`config.mk`:
```
export PLATFORM = sky130hd
export DESIGN_NAME = sub_share_arb
export DESIGN_NICKNAME = d
export VERILOG_FILES = /design/src/rtl/sub_share_arb.sv
export SDC_FILE = /design/constraint.sdc
export NUM_CORES = 1
export LEC_CHECK = 0
export CAP_MARGIN = 40
export CORE_ASPECT_RATIO = 1.5
export CORE_MARGIN = 10
export CORE_UTILIZATION = 36
export CTS_CLUSTER_DIAMETER = 50
export DETAILED_ROUTE_END_ITERATION = 8
export GPL_TIMING_DRIVEN = 0
export PLACE_DENSITY = 0.76
export SKIP_CTS_REPAIR_TIMING = 1
export SLEW_MARGIN = 20
export SYNTH_ARGS = -nofsm -noshare
export SYNTH_HDL_FRONTEND = slang
export SYNTH_SLANG_ARGS = --single-unit
```
`constraint.sdc`:
```
create_clock -name clk -period 1.9 [get_ports clk]
set_clock_uncertainty 0.05 [all_clocks]
set_input_delay 0.38 -clock clk [delete_from_list [all_inputs] [get_ports clk]]
set_output_delay 0.38 -clock clk [all_outputs]
set_load 0.005 [all_outputs]
```
`src/rtl/sub_share_arb.sv`:
```
// -----------------------------------------------------------------------------
// sub_share_arb: round-robin arbiter sharing one 8-bit subtractor among four
// requesters. Revision: 1.0
// -----------------------------------------------------------------------------
`default_nettype none

module sub_share_arb #(
  parameter int SUB_LAT = 1
) (
  input  logic        clk,
  input  logic        rst_n,
  input  logic [3:0]  req_valid,
  input  logic [31:0] req_a,
  input  logic [31:0] req_b,
  output logic [3:0]  req_ready,
  output logic        sub_en,
  output logic [7:0]  sub_a,
  output logic [7:0]  sub_b,
  input  logic [8:0]  sub_c,
  output logic [3:0]  rsp_valid,
  output logic [8:0]  rsp_c,
  output logic [1:0]  rsp_id,
  output logic        busy
);

  typedef enum logic [1:0] {
    S_IDLE = 2'd0,
    S_BUSY = 2'd1,
    S_DONE = 2'd2
  } state_t;

  state_t      r_state;
  logic [2:0]  r_cnt;
  logic [1:0]  r_ptr;
  logic [1:0]  r_id;
  logic [7:0]  r_a;
  logic [7:0]  r_b;
  logic        r_sub_en;
  logic [3:0]  r_rsp_valid;
  logic [8:0]  r_rsp_c;
  logic [1:0]  r_rsp_id;

  logic        w_found;
  logic [1:0]  w_gnt;

  // Search starts at the pointer so the last winner goes to the back of the line.
  always_comb begin
    logic [1:0] v_idx;
    w_found = 1'b0;
    w_gnt   = 2'd0;
    v_idx   = 2'd0;
    for (int k = 0; k < 4; k++) begin
      v_idx = r_ptr + 2'(k);
      if (!w_found && req_valid[v_idx]) begin
        w_found = 1'b1;
        w_gnt   = v_idx;
      end
    end
  end

  assign req_ready = (r_state == S_IDLE && w_found) ? (4'b0001 << w_gnt) : 4'b0000;
  assign busy      = (r_state != S_IDLE);
  assign sub_en    = r_sub_en;
  assign sub_a     = r_a;
  assign sub_b     = r_b;
  assign rsp_valid = r_rsp_valid;
  assign rsp_c     = r_rsp_c;
  assign rsp_id    = r_rsp_id;

  always_ff @(posedge clk or negedge rst_n) begin
    if (!rst_n) begin
      r_state     <= S_IDLE;
      r_cnt       <= 3'd0;
      r_ptr       <= 2'd0;
      r_id        <= 2'd0;
      r_a         <= 8'd0;
      r_b         <= 8'd0;
      r_sub_en    <= 1'b0;
      r_rsp_valid <= 4'd0;
      r_rsp_c     <= 9'd0;
      r_rsp_id    <= 2'd0;
    end else begin
      r_rsp_valid <= 4'd0;
      case (r_state)
        S_IDLE: begin
          if (w_found) begin
            r_a      <= req_a[8*w_gnt +: 8];
            r_b      <= req_b[8*w_gnt +: 8];
            r_id     <= w_gnt;
            r_ptr    <= w_gnt + 2'd1;
            r_cnt    <= 3'd0;
            r_sub_en <= 1'b1;
            r_state  <= S_BUSY;
          end
        end
        S_BUSY: begin
          r_cnt <= r_cnt + 3'd1;
          if (r_cnt + 3'd1 == 3'(SUB_LAT)) begin
            r_state <= S_DONE;
          end
        end
        S_DONE: begin
          // Operands are cleared on the way out so the subtractor sees zeros when idle.
          r_rsp_c     <= sub_c;
          r_rsp_id    <= r_id;
          r_rsp_valid <= 4'b0001 << r_id;
          r_sub_en    <= 1'b0;
          r_a         <= 8'd0;
          r_b         <= 8'd0;
          r_state     <= S_IDLE;
        end
        default: r_state <= S_IDLE;
      endcase
    end
  end

endmodule

`default_nettype wire

```
# Word level (Yosys, flattened, before mapping)
# Cells that the tools add are included.
dict set report op_classes {
  shift 4
  eq_ne 5
  mux 29
  n_reduce_logical 15
  magnitude_cmp 4
  n_addsub 5
}
# cell count
set ops {}
lappend ops {{$shiftx 32x6->8} 2}
lappend ops {{$pmux 8 s2} 2}
lappend ops {{$mux 8} 2}
lappend ops {{$lt 2x3->1 const B} 4}
lappend ops {{$mux 2} 6}
lappend ops {{$mux 1} 9}
lappend ops {{$bmux 1 s2} 4}
lappend ops {{$mux 4} 2}
lappend ops {{$reduce_and 2->1} 4}
lappend ops {{$shl 1x2->4 const A} 2}
lappend ops {{$pmux 3 s2} 1}
lappend ops {{$reduce_bool 2->1} 3}
lappend ops {{$add 2x1->2 const B} 2}
lappend ops {{$add 2x2->2 const B} 2}
lappend ops {{$logic_and 1x1->1} 4}
lappend ops {{$ne 2x2->1 const B} 2}
lappend ops {{$pmux 2 s2} 1}
lappend ops {{$add 3x1->3 const B} 1}
lappend ops {{$eq 3x1->1 const B} 1}
lappend ops {{$logic_not 1->1} 3}
lappend ops {{$mux 3} 1}
lappend ops {{$eq 2x1->1 const B} 1}
lappend ops {{$eq 2x2->1 const B} 1}
lappend ops {{$logic_not 2->1} 1}
lappend ops {{$pmux 1 s2} 1}
dict set report totals {
  word_cells 72
  inputBits 79
  register_bits 41
  out_inout_bits 37
}

# Longest topological paths before layout
# Gate-level depths: netlist of run 1.
dict set report logic_depth {
  ltp_word 15
  mapped_depth 8
  mapped_depth_nobuf 6
}

# Worst setup path before layout of run 1
# Ideal clock, no wire load.
dict set report synth_path {
  kind {register to output}
  startpoint {register r_ptr[1]}
  endpoint {output req_ready[1]}
  t_required_ns 1.470
  stages_incl_launch_ff 8
  t_arrival_ns 1.672
  setup_slack_ns -0.202
  path_buffers 2
  cell_sequence {dfrtp_1 mux2_2 o221ai_1 buf_4 buf_6 inv_1 ha_1 and3_2}
}
dict set report synth_via {
  elab_chain_cells 14
  elab_cells_between_ends 28
  classes_between {add/sub (3); shift (1); mux (17); reduce/logical (7)}
}
# item line
set synth_rtl {}
lappend synth_rtl {{start, declared} 34} ;# logic [1:0] r_ptr;
lappend synth_rtl {{start signal, assigned} 90} ;# r_ptr <= w_gnt + 2'd1;
lappend synth_rtl {{branches (longest 11 deep; another with $add 2x1->2)} --}
lappend synth_rtl {{$mux 2 (*)} 54} ;# if (!w_found && req_valid[v_idx]) begin
lappend synth_rtl {{named net w_gnt[0]} 44} ;# logic [1:0] w_gnt;
lappend synth_rtl {{$shl 1x2->4 (*)} 61} ;# assign req_ready = (r_state == S_IDLE && w_found) ? (4'b0001 << w_gnt) : 4'b0000;
lappend synth_rtl {{$mux 4 (*)} 61}
lappend synth_rtl {{end, declared} 15} ;# output logic [3:0] req_ready,
# Mark *: on every way through the listed nets, which the timed path passes. The select of a mux whose other input is x is not followed.

# Worst setup path in the final report of run 1
dict set report layout_path {
  startpoint {register r_ptr[1]}
  endpoint {output req_ready[3]}
}
# Same word-level chain as after synthesis.

==> impl_metrics.env, run 1 <==
export IMPL_die_area_mm2=0.0100
export IMPL_antenna_left=0
export IMPL_finalPower_mw=5.42
export IMPL_io_pin_count=116
export IMPL_async_flop_share_pct=100
export IMPL_final_cell_mix="clkdlybuf4s50_1 (105), nand2_1 (60), dfrtp_1 (38)"
export IMPL_cts_htree_levels=2
export IMPL_finalCritPeriodShare_pct=123
export IMPL_crit_path_cell_trace="mux2_4, o221ai_2, buf_6, buf_12, inv_8, ha_4, and3_4, buf_6"
export IMPL_start_util_pct=37.0
export IMPL_chipHeight_um=118
export IMPL_ys_warn_count=0
export IMPL_required_ns=1.47
export IMPL_critPathBufInv=4
export IMPL_final_cells=428
export IMPL_slowest_delay_ns=0.44
export IMPL_crit_path_end_kind="primary output"
export IMPL_violations="setup timing"
export IMPL_worst_slack_ns=-0.444
export IMPL_insertedDiodeCount=0
export IMPL_coreArea_mm2=0.00617
export IMPL_nets=438
export IMPL_fmax_mhz=427
export IMPL_worstPathMaxFanout=6
export IMPL_root_buffer="clkbuf_8"
export IMPL_power_density_mw_per_mm2=1340
export IMPL_synthFlopType="dfrtp_1"
export IMPL_drc=0
export IMPL_r2r_end="sub_a[0]"
export IMPL_cp_slowest_cell="dfrtp_2"
export IMPL_min_path_type="input pin to async pin"
export IMPL_grt_pass1_wl_um=11600
export IMPL_syn_area_mm2=0.00229
export IMPL_grt_overflow_total=0
export IMPL_ff2ff_setup_slack_ns=-0.06
export IMPL_port_buffers=115
export IMPL_clk_latency_ns=0.30
export IMPL_finalHoldViolations=0
export IMPL_dp_hpwl_um=5790
export IMPL_cap_violations=0
export IMPL_die_w_um=85.1
export IMPL_outcome="complete, but fails checks"
export IMPL_wl_um=7530
export IMPL_crit_family="flip-flops"
export IMPL_via_per_inst=4.92
export IMPL_clk_path_buf_depth=2
export IMPL_pre_cts_ws_ns=-1.14
export IMPL_track_usage_pct=14.1
export IMPL_vias=2105
export IMPL_numCtsBuffers=5
export IMPL_ys_types=36
export IMPL_drive_above_1_share_pct=23.4
export IMPL_start_kind="flip-flop"
export IMPL_clock_sinks=41
export IMPL_final_common_cell="clkdlybuf4s50_1"
export IMPL_synth_edf_count=0
export IMPL_grt_pass1_vias=2191
export IMPL_final_area_mm2=0.00405
export IMPL_path_clk_slew_ns=0.09
export IMPL_reg2regPathDepth=8
export IMPL_worst_pin_slew_ns=0.444
export IMPL_vdd_drop_max_mv=0.634
export IMPL_synth_seq_cells=41
export IMPL_finalWorstPathRequiredPeriod_ns=2.34
export IMPL_syn_instance_count=213
export IMPL_rsz0062_at_grt="yes"
export IMPL_ys_seq_area_share_pct=44.9
export IMPL_leakage_nw=1.81
export IMPL_crit_arrival_ns=1.91
export IMPL_drt_iter0_drc=69
export IMPL_place_area_mm2=0.00361
export IMPL_gp_congestion=0.756
export IMPL_fill_cells=494
export IMPL_grt_max_degree=32
export IMPL_wire_per_inst_um=17.6
export IMPL_row_count=35
export IMPL_path_class="flip-flop to primary output"
export IMPL_firstDrtPassIters=4
export IMPL_finalSetupTns_ns=-2.35
export IMPL_placed_cells=403
export IMPL_setup_viol=20
export IMPL_cts_tree="done"
export IMPL_antenna_found_initial=0
export IMPL_syn_to_final_growth_pct=77.0
export IMPL_cp_common_cell="buf_6"
export IMPL_avgSynthCellArea_um2=10.7
export IMPL_slew_violations=0
export IMPL_syn_nets=298
export IMPL_rr_startpoint="r_ptr[1]"
export IMPL_relSlewSlack_pct=70.4
[worst register-to-register path, stage by stage, from the launching register on]
cell	delay (ns)
dfrtp_2	0.44
mux2_4	0.31
o221ai_2	0.18
buf_6	0.15
buf_4	0.12
buf_8	0.11
buf_4	0.11
mux2i_1	0.22
o221ai_1	0.15
[flip-flops by register name, indices dropped and copies added (netlist names)]
register   flops
r_state        2
r_cnt          3
rsp_valid      4
rsp_c          9
r_id           2
sub_b          8
rsp_id         2
sub_a          8
sub_en         1
r_ptr          2
[synth_stat cells (2+ instances only)]
cell	number	area, um^2
a21oi_1	2	10.0
and3_2	4	30.0
buf_12	2	40.0
buf_6	4	45.0
clkbuf_1	2	7.51
dfrtp_1	41	1030
ha_1	6	75.1
inv_1	8	30.0
mux2i_1	32	320
nand2_1	60	225
nand2b_1	4	25.0
nand3_1	3	15.0
nor2_1	4	15.0
o21ai_0	4	20.0
o221ai_1	6	52.6
o221ai_2	11	165
[how the worst max path moves through the flow]
stage | from | slack (ns) | to | cells after the start
2_1_floorplan | r_ptr[1] | -0.06 | req_ready[3] | 7
3_3_place_gp | req_valid[0] | -1.10 | req_ready[2] | 8
3_5_place_dp | req_valid[2] | -1.14 | req_ready[0] | 8
4_1_cts | req_valid[2] | -1.18 | req_ready[0] | 8
5_1_grt | r_ptr[1] | -0.51 | req_ready[3] | 8
6_report | r_ptr[1] | -0.44 | req_ready[3] | 8
[power breakdown]
group / internal [mW] / leakage [nW] / switching, mW
Clock: 0.529 / 0.0687 / 0.329
Sequential: 1.25 / 0.510 / 0.244
Combinational: 1.76 / 1.24 / 1.30
[final cells by class]
class	count	area, um^2	area share, %
buffer	11	138	3.40
clock buffer	5	68.8	1.70
clock inverter	3	68.8	1.70
sequential	41	1030	25.4
inverter	8	37.5	0.927
tap	74	92.6	2.29
timing repair buffer	133	1330	32.9
multi-input combinational	153	1280	31.6
[stage by stage]
stage / util (%) / hold slack (ns)
floorplan: - / 0.0344
global placement: 58.3 / 0.408
detailed placement: 58.5 / 0.225
CTS: 60.8 / -0.107
global route: 65.6 / 0.448
finish: 65.6 / 0.428
[layer usage]
layer | vias up | track usage (%) | part of all wire (%)
met2 | 65 | 25.8 | 55
li1 | 1022 | - | -
met5 | - | 0 | 0
met4 | 0 | 4.13 | 2.0
met3 | 13 | 4.36 | 5.7
met1 | 1005 | 14.6 | 37
[logic make-up after synthesis]
group | synth area share, %
buffers and inverters | 6.56
multiplexers | 14.5
flip-flops | 44.9
XOR/XNOR | 0.383
AO/OA/AOI/OAI | 13.1
adder cells (fa/ha/maj) | 3.28
AND/OR/NAND/NOR | 17.3
Note: power is estimated with default switching activity, not from simulation.
==> run 2, diff against run 1 <==
--- a/config.mk
+++ b/config.mk
@@ -7,14 +7,13 @@
 export LEC_CHECK = 0
 export CAP_MARGIN = 40
 export CORE_ASPECT_RATIO = 1.5
-export CORE_MARGIN = 10
 export CORE_UTILIZATION = 36
 export CTS_CLUSTER_DIAMETER = 50
 export DETAILED_ROUTE_END_ITERATION = 8
 export GPL_TIMING_DRIVEN = 0
 export PLACE_DENSITY = 0.76
 export SKIP_CTS_REPAIR_TIMING = 1
-export SLEW_MARGIN = 20
+export SLEW_MARGIN = 30
 export SYNTH_ARGS = -nofsm -noshare
 export SYNTH_HDL_FRONTEND = slang
 export SYNTH_SLANG_ARGS = --single-unit
==> run 2 against run 1 <==
  * The run still ends with setup timing left
  * Maximum frequency grew 0.78%
  * Die area shrank 33%
  * Combinational power is 4% lower
  * Critical path type unchanged
  * Critical endpoint unchanged
  * Highest routed layer unchanged
==> impl_metrics.env, run 2 (synthesis gave the netlist of run 1 again) <==
export IMPL_switching_power_mw=1.80
export IMPL_port_buffers=115
export IMPL_antenna_found_initial=0
export IMPL_start_util_pct=37.3
export IMPL_clock_sinks=41
export IMPL_worstPathMaxFanout=5
export IMPL_fill_cells=498
export IMPL_sw_frac_of_total_pct=34.9
export IMPL_power_density_mw_per_mm2=1310
export IMPL_leakage_nw=1.77
export IMPL_worst_slack_ns=-0.426
export IMPL_final_common_cell="clkdlybuf4s50_1"
export IMPL_path_clk_slew_ns=0.08
export IMPL_cts_htree_levels=2
export IMPL_finalHoldViolations=0
export IMPL_relSlewSlack_pct=70.6
export IMPL_finalCritPeriodShare_pct=122
export IMPL_p_seq_share_pct=28.9
export IMPL_final_cell_mix="clkdlybuf4s50_1 (106), nand2_1 (59), dfrtp_1 (39)"
export IMPL_wire_per_inst_um=15.2
export IMPL_finalWorstPathRequiredPeriod_ns=2.33
export IMPL_min_path_cells=2
export IMPL_rsz0062_at_grt="yes"
export IMPL_via_per_inst=4.95
export IMPL_final_cells=423
export IMPL_required_ns=1.47
export IMPL_reg2regPathDepth=8
export IMPL_worst_pin_slew_ns=0.440
export IMPL_dp_hpwl_um=4730
export IMPL_io_pin_count=116
export IMPL_antenna_left=0
export IMPL_row_count=35
export IMPL_clockPowerShare_pct=14.1
export IMPL_largest_register_ffs=9
export IMPL_wl_um=6430
export IMPL_grt_overflow_total=0
export IMPL_cap_violations=0
export IMPL_clk_path_buf_depth=2
export IMPL_grt_pass1_vias=2034
export IMPL_crit_path_end_kind="primary output"
export IMPL_final_util_pct=64.6
export IMPL_die_w_um=67.1
export IMPL_crit_arrival_ns=1.90
export IMPL_coreArea_mm2=0.00613
export IMPL_drive_above_1_share_pct=22.6
export IMPL_syn_to_final_growth_pct=73.2
export IMPL_numCtsBuffers=5
export IMPL_cts_tree="done"
export IMPL_start_kind="flip-flop"
export IMPL_path_class="flip-flop to primary output"
export IMPL_insertedDiodeCount=0
export IMPL_fmax_mhz=430
export IMPL_vdd_drop_max_mv=0.664
export IMPL_gp_congestion=0.729
export IMPL_drt_iter0_drc=74
export IMPL_r2r_end="sub_a[6]"
export IMPL_track_usage_pct=18.4
export IMPL_setup_viol=20
export IMPL_clk_latency_ns=0.29
export IMPL_firstDrtPassIters=4
export IMPL_hold_start="rsp_id[0]"
export IMPL_vias=2093
export IMPL_rr_startpoint="r_ptr[1]"
export IMPL_combPwrFrac_pct=57.0
export IMPL_nets=433
export IMPL_die_area_mm2=0.00668
export IMPL_p_int_mw=3.37
export IMPL_drc=0
export IMPL_min_path_type="flip-flop to flip-flop"
export IMPL_slew_violations=0
export IMPL_grt_pass1_wl_um=9240
export IMPL_placed_cells=403
export IMPL_ff2ff_setup_slack_ns=-0.07
export IMPL_grt_max_degree=29
export IMPL_outcome="complete, but fails checks"
export IMPL_chipHeight_um=99.6
export IMPL_hold_end="rsp_id[0]"
export IMPL_root_buffer="clkbuf_8"
export IMPL_violations="setup timing"
## run 2: area by class of cell
cell class	count	area [um^2]	area share (%)
plain buffers	10	126	3.19
clock buffers	6	82.6	2.08
inverters	8	37.5	0.947
flip-flops and latches	41	1030	26.0
well taps	74	92.6	2.34
repair buffers	129	1280	32.3
clock inverters	2	37.5	0.947
multi-input cells	153	1280	32.2
## run 2: critical path, stage by stage (launching register included)
cell and delay [ns]:
dfrtp_2 0.44, mux2_4 0.31, o221ai_2 0.18, buf_6 0.14, buf_12 0.12, inv_8 0.04, ha_4 0.14, and3_4 0.14
clkbuf_2 0.10
## run 2: power groups by stage
stage	Clock [mW]	Combinational, mW	Sequential, mW
after global placement	0	2.61	1.49
after floorplan	0	1.50	1.51
after CTS	0.761	2.67	1.49
after detailed placement	0	2.66	1.50
after global routing	0.791	3.20	1.55
final	0.729	2.95	1.50
## run 2: how the worst max path moves through the flow
stage,slack (ns),cells past startpoint,end,from
floorplan,-0.06,7,req_ready[3],r_ptr[1]
finish,-0.43,8,req_ready[3],r_ptr[1]
detailed placement,-1.13,8,req_ready[0],req_valid[0]
global route,-0.50,8,req_ready[3],r_ptr[1]
CTS,-1.13,8,req_ready[0],req_valid[0]
global placement,-1.10,8,req_ready[0],req_valid[2]
## run 2: per-stage QoR
step                      hold slack, ns  setup TNS (ns)  power, mW  setup slack [ns]  cell area (um^2)
final                              0.431           -2.01       5.17            -0.426              3960
after detailed placement           0.249          -13.24       4.16             -1.13              3610
after CTS                        -0.0788           -7.03       4.92             -1.13              3730
after floorplan                   0.0344          -0.208       3.01           -0.0611              2360
after global placement             0.408          -38.82       4.10             -1.10              3600
after global routing               0.455           -3.66       5.54            -0.501              3960
## run 2: per-layer routing
layer | vias up | share of wire [%] | global-route usage [%]
met4 | 0 | 1.5 | 5.40
met3 | 6 | 6.7 | 5.05
met5 | - | 0 | 0
li1 | 1016 | - | -
met1 | 999 | 36 | 19.0
met2 | 72 | 56 | 34.5
